<file path="src/rtl/if_prefetch.sv">
// Instruction fetch front end: issues sequential word fetches on a
// request/grant memory bus, buffers returned words with their addresses in a
// small FIFO and hands them to IF/ID. A flush discards buffered words and
// marks in-flight responses for dropping, then restarts at the redirect PC.
//
// Handshakes:
//   imem: a request is transferred on a rising edge where imem_req_o and
//         imem_gnt_i are both 1; imem_addr_o is held stable until then.
//         Responses come back in request order on imem_rvalid_i.
//   IF/ID: the head is transferred on a rising edge where inst_valid_o and
//          inst_ready_i are both 1. inst_valid_o never depends on inst_ready_i.
module if_prefetch #(
    parameter int                    ADDR_WIDTH = 32,
    parameter int                    DATA_WIDTH = 32,
    parameter int                    DEPTH      = 4,
    parameter logic [ADDR_WIDTH-1:0] RESET_PC   = '0
) (
    input  logic                  clk_i,
    input  logic                  rst_i,
    input  logic                  flush_i,
    input  logic [ADDR_WIDTH-1:0] redirect_pc_i,
    output logic                  imem_req_o,
    output logic [ADDR_WIDTH-1:0] imem_addr_o,
    input  logic                  imem_gnt_i,
    input  logic                  imem_rvalid_i,
    input  logic [DATA_WIDTH-1:0] imem_rdata_i,
    output logic                  inst_valid_o,
    input  logic                  inst_ready_i,
    output logic [DATA_WIDTH-1:0] inst_o,
    output logic [ADDR_WIDTH-1:0] inst_addr_o
);

    // CW holds 0..DEPTH, PW indexes the FIFO storage.
    localparam int CW = $clog2(DEPTH) + 1;
    localparam int PW = $clog2(DEPTH);
    localparam logic [DATA_WIDTH-1:0] NOP     = DATA_WIDTH'(32'h0000_0013);
    localparam logic [CW:0]           CREDITS = (CW+1)'(DEPTH);
    localparam logic [ADDR_WIDTH-1:0] STEP    = ADDR_WIDTH'(4);
    localparam logic [ADDR_WIDTH-1:0] ALIGN   = ~ADDR_WIDTH'(3);

    logic [ADDR_WIDTH-1:0] fetch_pc;
    logic [ADDR_WIDTH-1:0] resp_pc;
    logic [CW-1:0]         count;
    logic [CW-1:0]         outstanding;
    logic [CW-1:0]         discard;
    logic [PW-1:0]         rd_ptr;
    logic [PW-1:0]         wr_ptr;
    logic [DATA_WIDTH-1:0] data_mem [DEPTH];
    logic [ADDR_WIDTH-1:0] addr_mem [DEPTH];

    logic [CW:0]           credit_used;
    logic                  req;
    logic                  accept;
    logic                  resp;
    logic                  push;
    logic                  pop;
    logic [CW-1:0]         outstanding_nxt;
    logic [ADDR_WIDTH-1:0] redirect_aligned;

    // Issue/response/FIFO control decisions for this cycle.
    always_comb begin
        credit_used      = {1'b0, count} + {1'b0, outstanding};
        // Buffered plus in-flight never exceeds DEPTH, so a push can never
        // find the FIFO full. Held low during reset and on a flush cycle.
        req              = !rst_i && !flush_i && (credit_used < CREDITS);
        accept           = req && imem_gnt_i;
        // A response with nothing outstanding is a protocol error: ignored.
        resp             = imem_rvalid_i && (outstanding != '0);
        push             = resp && (discard == '0) && !flush_i;
        pop              = (count != '0) && inst_ready_i && !flush_i;
        outstanding_nxt  = outstanding + CW'(accept) - CW'(resp);
        redirect_aligned = redirect_pc_i & ALIGN;
    end

    // PCs, occupancy, outstanding/discard counters and FIFO pointers.
    always_ff @(posedge clk_i or posedge rst_i) begin
        if (rst_i) begin
            fetch_pc    <= RESET_PC;
            resp_pc     <= RESET_PC;
            count       <= '0;
            outstanding <= '0;
            discard     <= '0;
            rd_ptr      <= '0;
            wr_ptr      <= '0;
        end else begin
            outstanding <= outstanding_nxt;
            if (flush_i) begin
                // Every fetch still in flight after this edge belongs to the
                // old stream and must be dropped when it returns.
                fetch_pc <= redirect_aligned;
                resp_pc  <= redirect_aligned;
                count    <= '0;
                rd_ptr   <= '0;
                wr_ptr   <= '0;
                discard  <= outstanding_nxt;
            end else begin
                if (accept) begin
                    fetch_pc <= fetch_pc + STEP;
                end
                if (resp && (discard != '0)) begin
                    discard <= discard - CW'(1);
                end
                if (push) begin
                    resp_pc <= resp_pc + STEP;
                    wr_ptr  <= wr_ptr + PW'(1);
                end
                if (pop) begin
                    rd_ptr <= rd_ptr + PW'(1);
                end
                count <= count + CW'(push) - CW'(pop);
            end
        end
    end

    // FIFO storage; contents are only meaningful below count, so no reset.
    always_ff @(posedge clk_i) begin
        if (push) begin
            data_mem[wr_ptr] <= imem_rdata_i;
            addr_mem[wr_ptr] <= resp_pc;
        end
    end

    // Fall-through head presentation and bus outputs.
    always_comb begin
        imem_req_o   = req;
        imem_addr_o  = fetch_pc;
        inst_valid_o = (count != '0);
        inst_o       = NOP;
        inst_addr_o  = '0;
        if (count != '0) begin
            inst_o      = data_mem[rd_ptr];
            inst_addr_o = addr_mem[rd_ptr];
        end
    end

endmodule

</file>
<file path="config.mk">
export PLATFORM = sky130hd
export DESIGN_NAME = if_prefetch
export DESIGN_NICKNAME = d
export VERILOG_FILES = /design/src/rtl/if_prefetch.sv
export SDC_FILE = /design/constraint.sdc
export NUM_CORES = 1
export LEC_CHECK = 0
export BUFFER_PORTS_ARGS = -buffer_cell sky130_fd_sc_hd__buf_2
export CAP_MARGIN = 20
export CORE_UTILIZATION = 40
export DETAILED_ROUTE_END_ITERATION = 6
export GPL_ROUTABILITY_DRIVEN = 0
export GPL_TIMING_DRIVEN = 0
export PLACE_DENSITY = 0.55
export SLEW_MARGIN = 40
export SYNTH_ARGS = -nofsm -noshare
export SYNTH_HDL_FRONTEND = slang
export SYNTH_SLANG_ARGS = --single-unit
</file>
<file path="constraint.sdc">
create_clock -name clk_i -period 5 [get_ports clk_i]
set_input_delay 0 -clock clk_i [delete_from_list [all_inputs] [get_ports clk_i]]
set_output_delay 0 -clock clk_i [all_outputs]
set_load 0.01 [all_outputs]
</file>
==> Word-level counts from Yosys, hierarchy flattened <==
Memories as Yosys holds them, arrays and structs flattened.
Index checks and enable logic that the tools add are counted.
{ "classes": {"muxes": 15, "n_reduce_logical": 19, "order_cmp": 1, "add_sub_neg": 10} }
{ "ops": {"columns": ["cell", "n"], "rows": [
  ["2-to-1 mux 32 bit", 6],
  ["adder 32 x 3 -> 32 bit, second input constant", 2],
  ["logical AND 1 bit", 9],
  ["2-to-1 mux 3 bit", 3],
  ["nonzero test 3 bit", 3],
  ["2-to-1 mux 2 bit", 4],
  ["nonzero test 2 bit", 4],
  ["adder 3 x 1 -> 3 bit", 2],
  ["subtractor 3 x 1 -> 3 bit", 2],
  ["adder 2 x 1 -> 2 bit, second input constant", 2],
  ["adder 3 x 3 -> 4 bit", 1],
  ["< comparator 4 x 3 -> 1 bit, second input constant", 1],
  ["zero test 3 bit", 1],
  ["subtractor 3 x 1 -> 3 bit, second input constant", 1],
  ["zero test 1 bit", 2],
  ["2-to-1 mux 1 bit", 2]
]} }
{ "totals": {"input_bits": 70, "memories": 2, "wordCells": 54, "reg_bits": 77, "output_inout_bits": 98, "ram_bits": 256} }
{ "memory_table": {"columns": ["name", "words", "width", "rd", "rd_clocked_by_memory_dff", "wr", "line_no", "source"], "rows": [
  ["addr_mem", 4, 32, 1, 0, 1, "49", "logic [ADDR_WIDTH-1:0] addr_mem [DEPTH];"],
  ["data_mem", 4, 32, 1, 0, 1, "48", "logic [DATA_WIDTH-1:0] data_mem [DEPTH];"]
]} }

==> Logic depth before layout (Yosys ltp) <==
Gate-level depths: netlist of the first run.
{ "logic_depth": {"ltp_word": 7, "depth_mapped": 15, "ltp_nobuf": 13} }

==> Least setup slack after synthesis of the first run <==
Ideal clock, no wire load.
{ "synth_timing": {"path_type": "reg-to-reg", "startpoint": "register outstanding[2]", "endpoint": "register discard[1]", "setup_slack_ns": 1.524, "setup_time_ns": 0.125, "path_stages_with_launch": 15, "t_required_ns": 4.875, "arrival_time_ns": 3.352, "n_path_buf": 3, "period_less_slack_ns": 3.476, "cell_sequence": "dfrtp_1 -> ha_1 -> or4_1 -> buf_2 -> nor4_4 -> inv_2 -> buf_6 -> clkbuf_1 -> ha_1 -> inv_1 -> ha_1 -> inv_1 -> fa_1 -> inv_1 -> mux2_2"} }
{ "synth_between": {"elab_chain_len": 7, "word_cells_on_any_way": 11, "cone_classes": "add/sub: 3; order compare: 1; mux: 1; reduce/logical: 6"} }
{ "synth_rtl": {"columns": ["item", "line_no", "source"], "rows": [
  ["start, declared", "44", "logic [CW-1:0] outstanding;"],
  ["start signal, assigned", "86", "outstanding <= outstanding_nxt;"],
  ["adder 3 x 3 -> 4 bit", "62", "credit_used = {1'b0, count} + {1'b0, outstanding};"],
  ["< comparator 4 x 3 -> 1 bit", "65", "req = !rst_i && !flush_i && (credit_used < CREDITS);"],
  ["logical AND 1 bit", "65", null],
  ["logical AND 1 bit", "66", "accept = req && imem_gnt_i;"],
  ["adder 3 x 1 -> 3 bit", "71", "outstanding_nxt = outstanding + CW'(accept) - CW'(resp);"],
  ["subtractor 3 x 1 -> 3 bit *", "71", null],
  ["net outstanding_nxt[1]", "57", "logic [CW-1:0] outstanding_nxt;"],
  ["2-to-1 mux 3 bit *", "87", "if (flush_i) begin"],
  ["end signal, assigned", "95", "discard <= outstanding_nxt;"],
  ["end signal, assigned", "101", "discard <= discard - CW'(1);"],
  ["end, declared", "45", "logic [CW-1:0] discard;"]
]} }
The timed path passes the listed nets; every way through them passes the cells marked *.
A chain may end at the register's enable or synchronous reset.

==> Final worst setup path of the first run <==
{ "layout_timing": {"startpoint": "register count[1]", "endpoint": "register discard[1]"} }
{ "layout_between": {"elab_chain_len": 7} }
{ "layout_rtl": {"columns": ["item", "line_no", "source"], "rows": [
  ["start, declared", "43", "logic [CW-1:0] count;"],
  ["start signal, assigned", "110", "count <= count + CW'(push) - CW'(pop);"],
  ["adder 3 x 3 -> 4 bit", "62", null],
  ["< comparator 4 x 3 -> 1 bit", "65", null],
  ["logical AND 1 bit", "65", null],
  ["logical AND 1 bit", "66", null],
  ["adder 3 x 1 -> 3 bit", "71", null],
  ["subtractor 3 x 1 -> 3 bit", "71", null],
  ["net outstanding_nxt[1]", "57", null],
  ["2-to-1 mux 3 bit", "87", null]
]} }
The timed path passes the listed nets, and every way through them passes these cells.

==> results of run 1 <==
kinds of logic (layout without fill, tap and decap cells):
| logic type | count (synthesis) | count (layout) | synth area share |
|---|---|---|---|
| AO/OA/AOI/OAI | 115 | 115 | 0.0577 |
| multiplexers | 67 | 67 | 0.104 |
| buffers and inverters | 74 | 375 | 0.0217 |
| XOR/XNOR | 15 | 15 | 0.00947 |
| adder cells (fa/ha/maj) | 16 | 16 | 0.0155 |
| AND/OR/NAND/NOR | 294 | 294 | 0.122 |
| flip-flops | 321 | 321 | 0.669 |
| other | 1 | 4 | 0.000270 |
synthesized netlist by cell type, drive strengths merged, types with 3 or more instances:
cell    instances  area share
and4           13      0.0082
nor2           41       0.011
dfrtp          73        0.13
inv            20      0.0054
or3             9      0.0041
nor4            8      0.0047
o311a           3      0.0022
ha             14       0.013
a211oi          7      0.0038
nand4          21      0.0095
mux2i           4      0.0029
or4            26       0.014
nor3           10      0.0036
or2             3      0.0014
clkbuf         36      0.0097
nor2b           4      0.0018
o31ai          21       0.011
mux4           62        0.10
a21oi           5      0.0018
a31oi          28       0.013
nand3          26      0.0094
o21ai          21      0.0076
nand2          40       0.011
xor2            5      0.0032
and3           18      0.0081
xnor2          10      0.0063
o211ai          4      0.0022
o311ai         12      0.0076
o31a            5      0.0032
a311oi          3      0.0019
nand2b          3      0.0014
edfxtp        248        0.54
and2           64       0.029
buf            18      0.0066
sequential cells by signal, summed over array words and instances (netlist names):
| name | cells |
|---|---|
| data_mem | 128 |
| addr_mem | 120 |
| imem_addr_o | 30 |
| resp_pc | 30 |
| count | 3 |
| discard | 3 |
| outstanding | 3 |
| rd_ptr | 2 |
| wr_ptr | 2 |
cell type report:
class / count / area [µm²] / share of cell area
Sequential cell: 321 / 9270 / 0.535
Buffer: 54 / 233 / 0.0134
Clock inverter: 19 / 253 / 0.0146
Tap cell: 448 / 561 / 0.0324
Timing Repair Buffer: 236 / 1640 / 0.0944
Inverter: 20 / 80.1 / 0.00462
Multi-Input combinational cell: 511 / 4330 / 0.250
Clock buffer: 46 / 960 / 0.0554
power by group:
| group | switching, mW | internal [mW] |
|---|---|---|
| clock | 1.03 | 1.67 |
| sequential | 0.164 | 3.05 |
| combinational | 1.12 | 0.943 |
| total | 2.31 | 5.66 |
final timing paths:
check,to,slack (ns),cells after the start
setup reg to reg,discard[1]$_DFFE_PP0P_,0.89,14
hold / removal,imem_addr_o[6]$_DFFE_PP0N_,0.009,3
setup / recovery,discard[1]$_DFFE_PP0P_,0.89,14
min in group clk_i,resp_pc[5]$_DFFE_PP0N_,0.07,5
hold reg to reg,addr_mem[2][20]$_DFFE_PP_,0.55,0
max in group asynchronous,resp_pc[21]$_DFFE_PP0N_,4.42,4
layout by cell type, fill, tap and decap left out, types with 6 or more instances in the layout:
master and count:
mux4_2 62, ha_1 14, xnor2_1 10, a211oi_1 7, a31oi_1 28, o21ai_0 21
or4_1 26, and2_1 64, buf_2 167, nor3_1 9, dlygate4sd3_1 67, buf_12 6
nor4_1 7, dfrtp_1 73, nand3_1 26, or3_1 9, clkbuf_1 45, buf_1 7
nand2_1 40, edfxtp_1 248, nor2_1 41, and3_1 14, o311ai_0 12, o31ai_1 21
clkbuf_16 37, nand4_1 21, bufinv_16 6, inv_1 18, and4_1 13
worst max-delay path: stages, from the launching register on:
cell	delay, ns
dfrtp_1	0.45
ha_1	0.22
or4_1	0.50
buf_2	0.20
nor4_4	0.60
inv_2	0.21
buf_6	0.20
clkbuf_1	0.26
ha_1	0.35
inv_1	0.05
ha_1	0.12
inv_1	0.04
fa_1	0.47
inv_1	0.05
mux2_2	0.25
metrics by stage:
step | hold WS (ns) | utilization | setup slack [ns] | instances | power [mW]
2_1_floorplan | 0.0989 | - | 1.52 | 906 | 4.51
3_3_place_gp | 0.216 | 0.451 | 0.428 | 1515 | 5.29
3_5_place_dp | 0.0150 | 0.457 | 0.914 | 1523 | 5.33
4_1_cts | 0.0136 | 0.513 | 0.899 | 1655 | 8.09
5_1_grt | 0.0418 | 0.513 | 0.681 | 1655 | 8.38
6_report | 0.00941 | 0.513 | 0.890 | 1655 | 7.98
repair_timing:
item / 4_1_cts / 5_1_grt
endpoints found under the hold margin: 262 / 0
hold buffers: 67 / 0
buffers inserted: 0 / 0
gates resized for setup: 0 / 0
per-layer routing:
metal	global-route usage	up-vias	wire length (µm)
li1	-	4138	-
met1	0.271	4427	15200
met2	0.309	338	15600
met3	0.0274	52	1910
met4	0.0525	0	675
met5	0	-	0
==> impl_metrics.py, run 1 <==
metrics = {
    "run": {
        "cap_violations": 0,
    },
    "yosys": {
        "ys.flop_type": "edfxtp_1",
        "synth-edff-count": 248,
        "synthDistinctLibCells": 53,
        "synth_seq_area_share": 0.669,
        "ys_async_sr_fraction": 0.227,
        "syn_area_um2": 13900,
        "synth_cells": 903,
        "avgSynthCellArea_um2": 15.4,
        "ys_ff_latch": 321,
        "synth_warnings": 0,
    },
    "drt": {
        "num_vias": 8955,
        "ant_nets": 0,
        "drt-initial-drc-count": 573,
        "vias_per_cell": 5.41,
        "firstDrtPassIters": 4,
        "routed_wl_um": 33400,
        "wl_per_cell_um": 20.2,
        "drc": 0,
    },
    "sta": {
        "max_freq_mhz": 243,
        "hold_viol": 0,
        "clock_skew_ns": 0.0305,
        "setup_viol_count_final": 0,
        "rsz0062_at_grt": "no",
        "fin_setup_tns_ns": 0,
        "worst_pin_slew_ns": 0.769,
        "timing.final.max_slew_violations": 0,
        "fin_crit_sh": 0.822,
        "slew_headroom": 0.487,
        "fin_crit_ns": 4.11,
    },
    "die": {
        "start_util": 0.410,
        "die_h_um": 188,
        "io_pins": 168,
        "rows": 67,
        "die-width_um": 188,
        "core_area_um2": 33800,
        "die_area_um2": 35400,
    },
    "setup_path": {
        "cp-end-kind": "flip-flop",
        "critPathArrivalTime_ns": 4.52,
        "timing.rr.start": "count[1]$_DFF_PP0_",
        "required_ns": 5.41,
        "path_class": "flip-flop to flip-flop",
        "crit_path_start": "count[1]$_DFF_PP0_",
        "cp_max_fo": 10,
        "start_kind": "flip-flop",
    },
    "layout": {
        "drive_gt1_frac": 0.254,
        "finalInstanceArea_um2": 17300,
        "final_nets": 1266,
        "area_growth_pct": 24.9,
        "fill_cells": 2902,
        "antennaDiodeCount": 0,
    },
    "global_routing": {
        "grt_overflow": 0,
        "antenna_found_initial": 0,
        "grtUsageTotal": 0.191,
        "grt_max_degree": 47,
        "grt_pass1_wl_um": 52200,
        "grt_pass1_vias": 9043,
    },
    "clocking": {
        "clock_sinks": 321,
        "root_buffer": "clkbuf_16",
        "clk-insertion-delay-late_ns": 0.52,
        "clockBufferDepth": 3,
        "cts_tree": "built",
        "cts_buffers": 36,
        "clk_pin_slew_ns": 0.06,
        "cts_max_level": 2,
    },
    "power_and_ir_drop": {
        "leakage_nw": 6.18,
        "power.ir.vdd_worst_v": 0.000231,
        "p_per_area_nw_per_um2": 461,
    },
    "placement": {
        "post_dp_cell_area_um2": 15400,
        "io_buffers": 161,
        "dp_hpwl_um": 22500,
    },
    "status": {
        "status": "complete, no violations",
    },
    "worst_hold_path": {
        "min_path_type": "primary input to async pin",
    },
}
Power figures use the tool's default switching activity.
==> inputs of run 2 (changes only) <==
--- a/config.mk
+++ b/config.mk
@@ -11,7 +11,7 @@
 export DETAILED_ROUTE_END_ITERATION = 6
 export GPL_ROUTABILITY_DRIVEN = 0
 export GPL_TIMING_DRIVEN = 0
-export PLACE_DENSITY = 0.55
+export PLACE_DENSITY = 0.58
 export SLEW_MARGIN = 40
 export SYNTH_ARGS = -nofsm -noshare
 export SYNTH_HDL_FRONTEND = slang
==> constraint.sdc (replaced) <==
create_clock -name clk_i -period 3.35 [get_ports clk_i]
set_input_delay 0 -clock clk_i [delete_from_list [all_inputs] [get_ports clk_i]]
set_output_delay 0 -clock clk_i [all_outputs]
set_load 0.01 [all_outputs]
==> impl_metrics.py, run 2 (same netlist as run 1, synthesis figures left out) <==
metrics = {
    "status": {
        "status": "complete, no violations",
    },
    "power_and_ir_drop": {
        "switching_share": 0.301,
        "p_sw_mw": 3.49,
        "p_comb_frac": 0.275,
        "seq_power_share": 0.412,
        "p_per_area_nw_per_um2": 674,
        "p_clk_frac": 0.313,
        "internal-power_mw": 8.12,
        "power.ir.vdd_worst_v": 0.000369,
        "leakage_nw": 6.13,
    },
    "drt": {
        "routed_wl_um": 33900,
        "drc": 0,
        "drt-initial-drc-count": 597,
        "wl_per_cell_um": 20.5,
        "vias_per_cell": 5.49,
        "num_vias": 9090,
        "firstDrtPassIters": 5,
        "ant_nets": 0,
    },
    "setup_path": {
        "critPathArrivalTime_ns": 3.58,
        "path_delay_family": "adder cells",
        "cp_max_fo": 4,
        "crit_chain": "ha_1 > or4_4 > buf_6 > nor4_4 > inv_2 > ha_1 > inv_1 > ha_1 > inv_1 > fa_1 > inv_1 > mux2_2",
        "worst-path-buf-inv": 5,
        "required_ns": 3.75,
        "path_class": "flip-flop to flip-flop",
        "start_kind": "flip-flop",
        "cp-end-kind": "flip-flop",
        "cp_slowest_cell": "or4_4",
        "critical-path-max-stage-delay_ns": 0.48,
    },
    "layout": {
        "area_growth_pct": 24.2,
        "most-common-layout-cells": "edfxtp_1 (248), buf_2 (166), dfrtp_1 (71)",
        "largest_register_ffs": 128,
        "drive_gt1_frac": 0.260,
        "top_register": "data_mem",
        "final_nets": 1270,
        "final_common_cell": "edfxtp_1",
        "multi_input_area_um2": 4330,
        "fill_cells": 2908,
        "top_regs": "data_mem: 128 flops, addr_mem: 120 flops",
        "register_area_um2": 9280,
        "antennaDiodeCount": 0,
    },
    "worst_hold_path": {
        "min_path_type": "primary input to async pin",
    },
    "clocking": {
        "root_buffer": "clkbuf_16",
        "clockBufferDepth": 3,
        "clk_pin_slew_ns": 0.06,
        "clock_sinks": 321,
        "cts_buffers": 37,
        "cts_max_level": 2,
        "cts_tree": "built",
        "clk-insertion-delay-late_ns": 0.51,
    },
    "global_routing": {
        "grt_max_degree": 45,
        "grtUsageTotal": 0.192,
        "grt_pass1_wl_um": 52600,
        "grt_pass1_vias": 9092,
        "antenna_found_initial": 0,
        "grt_overflow": 0,
    },
    "die": {
        "start_util": 0.410,
        "die-width_um": 188,
        "core_area_um2": 33800,
        "die_area_um2": 35400,
        "die_h_um": 188,
        "io_pins": 168,
        "rows": 67,
    },
    "sta": {
        "hold_viol": 0,
        "max_freq_mhz": 315,
        "post-route-worst-setup-slack_ns": 0.174,
        "rsz0062_at_grt": "no",
        "setup_viol_count_final": 0,
        "slew_headroom": 0.502,
        "clock_skew_ns": 0.0207,
        "timing.final.max_slew_violations": 0,
        "fin_crit_sh": 0.948,
        "fin_crit_ns": 3.18,
        "whs_ns": 0.0339,
        "worst_pin_slew_ns": 0.747,
    },
    "placement": {
        "io_buffers": 161,
        "dp_slack_ns": -0.639,
        "dp_hpwl_um": 22500,
    },
    "run": {
        "cap_violations": 0,
    },
}
==> run 2: cell count changes in the layout (fill, tap and decap cells not counted), sizes merged <==
cell	delta
inv	-1
clkinv	+2
buf	+6
dlygate4sd3	-3
bufinv	-5
clkinvlp	+3
==> run 2: power by group through the flow <==
stage	Clock, mW	Combinational [mW]	Sequential [mW]
2_1_floorplan	0	1.92	4.81
3_3_place_gp	0	3.05	4.87
3_5_place_dp	0	3.10	4.87
4_1_cts	3.74	3.25	4.77
5_1_grt	3.88	3.51	4.81
6_report	3.64	3.19	4.78
==> run 2: worst min-delay path: stages <==
cell	delay (ns)
dlygate4sd3_1	0.53
buf_2	0.15
inv_6	0.26
==> run 2: final timing paths <==
kind,endpoint,start,cells after the start,slack [ns]
min,imem_addr_o[6]$_DFFE_PP0N_,rst_i,3,0.03
max,discard[1]$_DFFE_PP0P_,outstanding[2]$_DFF_PP0_,12,0.17
min reg2reg,addr_mem[2][20]$_DFFE_PP_,resp_pc[20]$_DFFE_PP0N_,0,0.57
max in group asynchronous,imem_addr_o[14]$_DFFE_PP0N_,rst_i,4,2.77
max reg2reg,discard[1]$_DFFE_PP0P_,outstanding[2]$_DFF_PP0_,12,0.17
min in group clk_i,imem_addr_o[7]$_DFFE_PP0N_,imem_gnt_i,4,0.05
==> run 2: area by class of cell <==
| type | instances | area share |
|---|---|---|
| repair buffers | 241 | 0.0965 |
| multi-input cells | 511 | 0.252 |
| plain buffers | 52 | 0.0131 |
| clock inverters | 18 | 0.00705 |
| clock buffers | 46 | 0.0557 |
| flip-flops and latches | 321 | 0.539 |
| inverters | 20 | 0.00465 |
| well taps | 448 | 0.0326 |
==> run 2: metal layers <==
layer / share of wire / routed length (µm) / vias up / GRT usage
met5: 0 / 0 / - / 0
met4: 0.018 / 616 / 0 / 0.0528
met3: 0.061 / 2050 / 53 / 0.0318
met2: 0.47 / 16000 / 354 / 0.309
met1: 0.45 / 15200 / 4529 / 0.270
li1: - / - / 4154 / -
==> run 2: through the flow <==
stage | cells | utilization | cell area, µm² | total power [mW] | TNS, ns
finish | 1657 | 0.510 | 17200 | 11.6 | 0
global route | 1657 | 0.510 | 17200 | 12.2 | 0
CTS | 1656 | 0.510 | 17200 | 11.8 | 0
detailed placement | 1522 | 0.457 | 15400 | 7.97 | -2.11
global placement | 1515 | 0.451 | 15200 | 7.92 | -284.80
floorplan | 906 | - | 13900 | 6.74 | -0.0964
==> run 2: what timing repair did <==
| item | 4_1_cts | 5_1_grt |
|---|---|---|
| setup endpoints to repair | 5 | 2 |
| gates cloned | 0 | 0 |
| hold endpoints to repair | 261 | 0 |
| gates resized for setup | 6 | 1 |
| hold buffers | 64 | 0 |
| setup buffers | 7 | 2 |
| pin swaps | 1 | 1 |
==> inputs of run 3 (changes only) <==
--- a/config.mk
+++ b/config.mk
@@ -5,13 +5,14 @@
 export SDC_FILE = /design/constraint.sdc
 export NUM_CORES = 1
 export LEC_CHECK = 0
+export ABC_AREA = 1
 export BUFFER_PORTS_ARGS = -buffer_cell sky130_fd_sc_hd__buf_2
 export CAP_MARGIN = 20
 export CORE_UTILIZATION = 40
 export DETAILED_ROUTE_END_ITERATION = 6
 export GPL_ROUTABILITY_DRIVEN = 0
 export GPL_TIMING_DRIVEN = 0
-export PLACE_DENSITY = 0.58
+export PLACE_DENSITY = 0.57
 export SLEW_MARGIN = 40
 export SYNTH_ARGS = -nofsm -noshare
 export SYNTH_HDL_FRONTEND = slang
==> impl_metrics.py, run 3 <==
metrics = {
    "yosys": {
        "synth_most_common_cell": "nor2_1",
        "synthDistinctLibCells": 36,
        "synth_warnings": 0,
        "synth_area_leaders": "edfxtp_1 (51%), dfrtp_1 (13%), nor2_1 (8.6%), nand2_1 (6.1%), o21ai_0 (5.1%)",
        "synth-edff-count": 248,
        "synth_cells": 1467,
        "yosys.area.top_type_share": 0.510,
        "synth_area_leader_cell": "edfxtp_1",
        "synth_common_cells": "nor2_1 (335), edfxtp_1 (248), nand2_1 (239)",
        "synth_seq_area_share": 0.635,
        "ys_async_sr_fraction": 0.227,
        "ys_ff_latch": 321,
        "ys.flop_type": "edfxtp_1",
        "syn_area_um2": 14600,
        "avgSynthCellArea_um2": 9.95,
    },
    "run": {
        "cap_violations": 0,
    },
    "layout": {
        "top_register": "data_mem",
        "drive_gt1_frac": 0.171,
        "final_cells": 2240,
        "top_regs": "data_mem: 128 flops, addr_mem: 120 flops",
        "most-common-layout-cells": "nor2_1 (331), edfxtp_1 (248), nand2_1 (239)",
        "antennaDiodeCount": 0,
        "fill_cells": 3284,
        "finish.utilization": 0.507,
        "final_common_cell": "nor2_1",
        "final_nets": 1837,
        "area_growth_pct": 24.2,
        "multi_input_area_um2": 4670,
        "largest_register_ffs": 128,
        "register_area_um2": 9270,
    },
    "placement": {
        "place_inst": 2107,
        "dp_slack_ns": 0.322,
        "io_buffers": 160,
        "dp_hpwl_um": 26900,
    },
    "clocking": {
        "clk-insertion-delay-late_ns": 0.53,
        "clk_pin_slew_ns": 0.06,
        "cts_max_level": 2,
        "clockBufferDepth": 3,
        "cts_setup_buffers": 0,
        "clock_sinks": 321,
        "cts_tree": "built",
        "root_buffer": "clkbuf_16",
        "postCtsResizedCells": 0,
        "cts_buffers": 36,
    },
    "setup_path": {
        "worstReg2RegEnd": "count[2]$_DFF_PP0_",
        "critPathArrivalTime_ns": 3.47,
        "cp_max_fo": 7,
        "cp-end-kind": "flip-flop",
        "path_class": "flip-flop to flip-flop",
        "reg2reg_depth": 12,
        "required_ns": 3.79,
        "r2r_setup_slack_ns": 0.32,
        "start_kind": "flip-flop",
        "timing.rr.start": "count[1]$_DFF_PP0_",
    },
    "worst_hold_path": {
        "whs_endpoint": "discard[2]$_DFFE_PP0P_",
        "hp-start": "imem_rvalid_i",
        "min_path_type": "primary input to flip-flop",
        "holdPathStages": 6,
    },
    "global_routing": {
        "grt_pass1_wl_um": 59100,
        "grtUsageTotal": 0.209,
        "grt_max_degree": 51,
        "antenna_found_initial": 0,
        "grt_overflow": 0,
        "grt_pass1_vias": 10600,
    },
    "die": {
        "die_area_um2": 37300,
        "core_area_um2": 35700,
        "rows": 69,
        "io_pins": 168,
        "die_h_um": 193,
        "start_util": 0.408,
        "die-width_um": 193,
    },
    "drt": {
        "num_vias": 11100,
        "drt-initial-drc-count": 695,
        "wl_per_cell_um": 17.5,
        "firstDrtPassIters": 7,
        "drc": 13,
        "vias_per_cell": 4.98,
        "routed_wl_um": 39200,
        "ant_nets": 0,
    },
    "status": {
        "violations": "DRC",
        "status": "finished with violations",
    },
    "power_and_ir_drop": {
        "leakage_nw": 7.31,
        "p_per_area_nw_per_um2": 688,
        "power.ir.vdd_worst_v": 0.000299,
    },
    "sta": {
        "worst_pin_slew_ns": 0.713,
        "max_freq_mhz": 330,
        "setup_viol_count_final": 0,
        "whs_ns": 0.0226,
        "rsz0062_at_grt": "no",
        "fin_crit_sh": 0.905,
        "post-route-worst-setup-slack_ns": 0.318,
        "fin_crit_ns": 3.03,
        "timing.final.max_slew_violations": 0,
        "hold_viol": 0,
        "slew_headroom": 0.524,
        "clock_skew_ns": 0.0283,
    },
}
==> run 3: cell types whose count changed after synthesis, moves of 23 or more <==
cell,before,now
nor2_1,41,335
nand3_1,26,57
inv_1,19,90
a31oi_1,28,2
or4_1,26,0
mux4_2,62,0
and2_1,64,0
o21ai_0,21,150
buf_2,1,24
nand2_1,40,239
a21oi_1,5,76
==> run 3: report_power, final <==
part	total (mW)	internal [mW]	switching, mW
combinational	3.58	1.21	2.37
clock	3.85	2.25	1.60
sequential	5.06	4.68	0.372
total	12.5	8.14	4.35
==> run 3: layout make-up <==
class / instances / share of cell area
sequential: 321 / 0.511
clock inverter: 25 / 0.0128
tap: 461 / 0.0318
buffer: 67 / 0.0184
inverter: 97 / 0.0203
multi-input combinational: 985 / 0.257
clock buffer: 41 / 0.0513
timing repair buffer: 243 / 0.0967
==> run 3: timing repair <==
| item | in CTS | in global routing |
|---|---|---|
| endpoints found under the hold margin | 265 | 0 |
| hold buffers | 67 | 0 |
| setup endpoints to repair | 0 | 0 |
==> run 3: metrics by stage <==
stage                     TNS (ns)  area, µm²  power (mW)
after global routing             0      18100        13.2
after floorplan            -209.12      14600        7.14
after CTS                        0      18100        12.6
after detailed placement         0      16300        8.68
after global placement     -805.45      16000        8.58
final                            0      18100        12.5
==> run 3: cells by family after synthesis <==
kind of cell / synth area share
compound gates: 0.0913
simple gates: 0.194
buf+inv: 0.0478
xor+xnor: 0.0162
other cells: 0.000257
flops: 0.635
fa+ha+maj: 0.0147
==> run 3: worst max-delay path by stage <==
| stage | start | to | slack [ns] |
|---|---|---|---|
| after floorplan | discard[0]$_DFFE_PP0P_ | addr_mem[0][10]$_DFFE_PP_ | -0.84 |
| after global routing | count[1]$_DFF_PP0_ | count[2]$_DFF_PP0_ | 0.14 |
| final | count[1]$_DFF_PP0_ | count[2]$_DFF_PP0_ | 0.32 |
| after detailed placement | count[1]$_DFF_PP0_ | count[2]$_DFF_PP0_ | 0.32 |
| after global placement | outstanding[1]$_DFF_PP0_ | data_mem[1][7]$_DFFE_PP_ | -3.34 |
| after CTS | count[1]$_DFF_PP0_ | count[2]$_DFF_PP0_ | 0.28 |
==> run 3: worst max-delay path, stage by stage, from the launching register on <==
cell and delay (ns):
dfrtp_1 0.43, or2_2 0.35, nor2_2 0.55, nor2_1 0.12, inv_1 0.20, nor2_1 0.07
ha_1 0.31, inv_1 0.06, ha_1 0.12, inv_1 0.04, fa_1 0.38, and3_1 0.18
nor3_1 0.13
==> run 3: per-layer routing <==
layer / wire, µm / share of wire / GRT usage
met1: 17600 / 0.45 / 0.286
met2: 18100 / 0.46 / 0.344
met3: 2640 / 0.067 / 0.0331
met4: 916 / 0.023 / 0.0580
met5: 0 / 0 / 0
